$ cat src/rtl/led_pattern_gen.sv
// LED pattern generator: N LEDs, loadable step period, four pattern modes,
// enable gating and PWM brightness on registered outputs.
module led_pattern_gen #(
    parameter int          NUM_LEDS       = 4,
    parameter int          CNT_W          = 32,
    parameter int unsigned DEFAULT_PERIOD = 49_999_999,
    parameter int          PWM_W          = 8
) (
    input  logic                clk,
    input  logic                rst,
    input  logic                en,
    input  logic                load,
    input  logic [1:0]          mode,
    input  logic [CNT_W-1:0]    period,
    input  logic [PWM_W-1:0]    brightness,
    output logic [NUM_LEDS-1:0] led,
    output logic                step_tick
);

    typedef enum logic {
        DIR_LEFT,
        DIR_RIGHT
    } dir_t;

    localparam logic [CNT_W-1:0]    DEF_P   = CNT_W'(DEFAULT_PERIOD);
    localparam logic [NUM_LEDS-1:0] PAT_LSB = NUM_LEDS'(1);
    localparam logic [NUM_LEDS-1:0] PAT_MSB = PAT_LSB << (NUM_LEDS - 1);

    logic [CNT_W-1:0]    cnt;
    logic [CNT_W-1:0]    period_q;
    logic [1:0]          mode_q;
    logic [NUM_LEDS-1:0] pattern;
    logic [NUM_LEDS-1:0] pattern_nxt;
    logic [NUM_LEDS-1:0] start_pat;
    dir_t                dir;
    dir_t                dir_nxt;
    logic [PWM_W-1:0]    pwm_cnt;
    logic                tick;
    logic                pwm_on;

    assign tick   = en & (cnt >= period_q);
    assign pwm_on = (pwm_cnt < brightness) | (&brightness);

    always_comb begin
        unique case (mode)
            2'd1:    start_pat = PAT_MSB;
            2'd3:    start_pat = '1;
            default: start_pat = PAT_LSB;
        endcase
    end

    always_comb begin
        pattern_nxt = pattern;
        dir_nxt     = dir;
        if (load) begin
            pattern_nxt = start_pat;
            dir_nxt     = DIR_LEFT;
        end else if (tick) begin
            unique case (mode_q)
                2'd0: pattern_nxt = {pattern[NUM_LEDS-2:0], pattern[NUM_LEDS-1]};
                2'd1: pattern_nxt = {pattern[0], pattern[NUM_LEDS-1:1]};
                2'd2: begin
                    // Reverse at either end so the lit LED never leaves the bar.
                    if (dir == DIR_LEFT) begin
                        if (pattern[NUM_LEDS-1]) begin
                            dir_nxt     = DIR_RIGHT;
                            pattern_nxt = pattern >> 1;
                        end else begin
                            pattern_nxt = pattern << 1;
                        end
                    end else begin
                        if (pattern[0]) begin
                            dir_nxt     = DIR_LEFT;
                            pattern_nxt = pattern << 1;
                        end else begin
                            pattern_nxt = pattern >> 1;
                        end
                    end
                end
                default: pattern_nxt = ~pattern;
            endcase
        end
    end

    always_ff @(posedge clk) begin
        if (rst) begin
            cnt       <= '0;
            period_q  <= DEF_P;
            mode_q    <= 2'd0;
            pattern   <= PAT_LSB;
            dir       <= DIR_LEFT;
            pwm_cnt   <= '0;
            led       <= '0;
            step_tick <= 1'b0;
        end else begin
            pwm_cnt   <= pwm_cnt + PWM_W'(1);
            step_tick <= tick & ~load;
            led       <= pwm_on ? pattern : '0;
            pattern   <= pattern_nxt;
            dir       <= dir_nxt;
            if (load) begin
                mode_q   <= mode;
                period_q <= period;
                cnt      <= '0;
            end else if (en) begin
                cnt <= tick ? '0 : cnt + CNT_W'(1);
            end
        end
    end

endmodule
$ cat config.mk
export PLATFORM = sky130hd
export DESIGN_NAME = led_pattern_gen
export DESIGN_NICKNAME = d
export VERILOG_FILES = /design/src/rtl/led_pattern_gen.sv
export SDC_FILE = /design/constraint.sdc
export NUM_CORES = 1
export LEC_CHECK = 0
export ABC_AREA = 1
export BUFFER_PORTS_ARGS = -buffer_cell sky130_fd_sc_hd__buf_2
export CAP_MARGIN = 10
export CORE_ASPECT_RATIO = 1.25
export CORE_MARGIN = 4
export CORE_UTILIZATION = 25
export CTS_CLUSTER_SIZE = 24
export DETAILED_ROUTE_END_ITERATION = 10
export GPL_TIMING_DRIVEN = 0
export SYNTH_ARGS = -nofsm -noshare
export SYNTH_HDL_FRONTEND = slang
export SYNTH_SLANG_ARGS = --single-unit
$ cat constraint.sdc
create_clock -name clk -period 1.9 [get_ports clk]
set_input_delay 0.285 -clock clk [delete_from_list [all_inputs] [get_ports clk]]
set_output_delay 0.285 -clock clk [all_outputs]
set_load 0.005 [all_outputs]
==> results.md <==
- Multi-input gate area: 2910 um^2
- Adder-cell share of the synthesized area: 0.112
- Avg Cell Area, Syn: 7.18 um^2
- Worst Tran Pin Value: 0.661 ns
- Crit Reg-Reg Startpoint: cnt[6]
- Status: finished, final reports clean
- Main combinational cell family by area after synthesis: simple AND/OR/NAND/NOR gates
- Top cells by area, synth: dfxtp_1 37%, ha_1 11%, nand2_1 8.2%
- Total negative slack: 0 ns
- Layout area overhead: 33.4%
- Placed cells: 918
- Port Buffers: 49
- Crit end category: register
- Antenna cell count: 0
- Netlist area before placement: 4600 um^2
- Clk Latency, worst-skew pair: 0.34 ns
- Cts bufs inserted: 9
- Gate Count Post-Synth: 641
- Vias: 4,440
- Startpoint Class: register
- Fillcell total: 1,903
- Min-Delay Path Class: in2reg
- Fin worst setup slack: 0.00676 ns
- Arrival @ worst endpoint: 2.12 ns
- Switching power: 0.994 mW
- Flop pwr share: 0.444
- List of most frequent post-synthesis cells: 101 x nand2_1, 95 x inv_1, 84 x dfxtp_1, 74 x nor2_1, 65 x a21oi_1
- Lkg Pwr: 2.64 nW
- Slew HR: 0.559
- CTS Sinks: 84
- Drt drc: 0
- Worst-path clk slew: 0.06 ns
- First-pass GRT wire length: 19,700 um
- Pre-CTS setup slack: -0.517 ns
- Seq/Total Area, Yosys: 0.366
- Area leader, netlist: dfxtp_1
- Distinct cells, synth: 37
- Async SR Flop Fraction: 0
- EDFF count, synth: 0
- Final Hold Fails: 0
- Slew Limit Fails: 0
- DP Area: 5130 um^2
- Comb pwr share: 0.103
- CP Launch Point: cnt[6]
- WS Path Type: reg2reg
- XOR/XNOR share of the synthesized area: 0.0324
- Root Driver: clkbuf_16
- Initial antenna violation count: 0
- Post-layout min period: 1.89 ns
- Largest net degree at the start of global routing: 14
- Prevailing post-synth register cell: dfxtp_1
- Max Fclk: 528 MHz
- GRT Overall Usage: 0.119
- Pint: 3.18 mW
- Syn nets: 728
- Synth top area share: 0.366
- Flop2flop setup slack: 0.007 ns
- Unrepaired setup endpoints after global routing: true
- Initial Util: 0.254
- Worst Setup EP: cnt[29]
- Clk network pwr share: 0.453
- End of the worst register-to-register path: cnt[29]
- Synth Area in Compound Gates: 0.147
- R2R cell count: 8
- Core box area: 18,100 um^2
- Number of global-route vias before repair: 4,161
- Core Util, Final: 0.339
- CTS max path bufs: 2
- Design area: 6130 um^2
- H-tree depth: 3
- Row cnt: 55
- Final setup viols: 0
- CP max FO: 5
- Max_cap viols: 0
- Cell with the most instances after synthesis: nand2_1
- Fin cells: 951
- CTS Hold Buffers Added: 0
- Register Area: 1720 um^2
- Die X: 129 um
- CTS tree: done
- Sw frac: 0.238
- Mux contribution to synthesized area: 0
- Worst vdd ir: 0.381 mV
- Final Cycle Share: 0.996
- Hpwl dp: 9420 um
- Ys Warns: 0
- Hold Slack: 0.155 ns
- Skew final: 0.00554 ns
- 1st-iter DRT viols: 274
- Total power draw: 4.17 mW
- #FFs+latches synth: 84
- Post-layout nets: 805
- Worst endpoint required time: 2.13 ns
- # IOs: 51
- ANT nets after route: 0
- Chip height: 160 um
- Simple-gate share of the synthesized area: 0.248
- PD cells: 680 nW/um^2
- DR vias/cell: 4.67
- DRT Pass-1 Iters: 5
- Post-Route WL: 12,700 um
- Avg WL per Cell: 13.4 um
- GP Congestion: 0.886
- Total global routing overflow: 0
- Share of post-route cells with drive strength above 1: 0.272
- Die ar.: 20,600 um^2
[layout make-up]
type,instances,area share
Buffer,17,0.0161
Sequential cell,84,0.280
Clock inverter,5,0.0122
Tap cell,228,0.0465
Timing Repair Buffer,66,0.0700
Multi-Input combinational cell,442,0.475
Inverter,98,0.0606
Clock buffer,11,0.0396
[sequential cells by signal (all words and copies together), names as in the netlist]
name / count
dir: 1
pattern: 4
cnt: 32
period_q: 32
pwm_cnt: 8
step_tick: 1
mode_q: 2
led: 4
[metal layers]
metal | up-vias | share of wire | global-route usage
li1 | 2266 | - | -
met1 | 2021 | 0.41 | 0.139
met2 | 117 | 0.49 | 0.204
met4 | 0 | 0.042 | 0.0578
met3 | 36 | 0.056 | 0.0241
met5 | - | 0 | 0
[layout by cell type (no fill, tap or decap), drive strengths merged, types with 4 or more instances in the layout]
cell | netlist | layout
buf | 5 | 68
dfxtp | 84 | 84
o21ai | 51 | 51
ha | 41 | 41
clkinv | 1 | 4
nand3 | 35 | 35
a21oi | 65 | 65
xor2 | 12 | 12
o22ai | 4 | 4
nor3 | 19 | 19
clkbuf | 12 | 26
nand4 | 12 | 12
nor2 | 80 | 80
xnor2 | 5 | 5
nand2 | 103 | 103
inv | 97 | 97
[cell families (layout without fill, tap and decap cells)]
kind of cell               count (synthesis)  count (layout)
adders and majority gates                 41              41
and+or+nand+nor                          255             255
DFF                                       84              84
xor gates and xnor gates                  17              17
AOI/OAI and AO/OA                        129             129
buffers and inverters                    115             197
[critical path, cell delays in order (launching register included)]
cell and delay, ns:
dfxtp_4 0.38, buf_4 0.13, nand2_1 0.05, nor2_1 0.15, nand3_1 0.18, nor2_1 0.41, nand3b_1 0.17, xor2_1 0.24
nor2_2 0.07
[power groups by stage]
stage                     clock network (mW)  logic (mW)  registers (mW)
after detailed placement                   0       0.360            1.90
after global placement                     0       0.353            1.90
final                                   1.89       0.430            1.85
after floorplan                            0       0.223            1.89
after global routing                    2.01       0.498            1.86
after CTS                               1.94       0.374            1.86
[how the worst min path moves through the flow]
stage                     startpoint      endpoint  slack, ns  cells past startpoint
after detailed placement  pwm_cnt[0]    pwm_cnt[0]       0.45                      1
after CTS                 period[23]  period_q[23]       0.14                      3
after floorplan            period[0]   period_q[0]       0.41                      2
after global routing      period[13]  period_q[13]       0.19                      3
final                     period[23]  period_q[23]       0.16                      3
after global placement    pwm_cnt[0]    pwm_cnt[0]       0.44                      1
[repair_timing]
action                                  in CTS  in global routing
endpoints found under the setup margin      37                 38
gates cloned                                 0                  3
pin swaps                                    3                 28
gates resized for setup                     26                107
buffers inserted                             5                  9
Power figures use the tool's default switching activity.
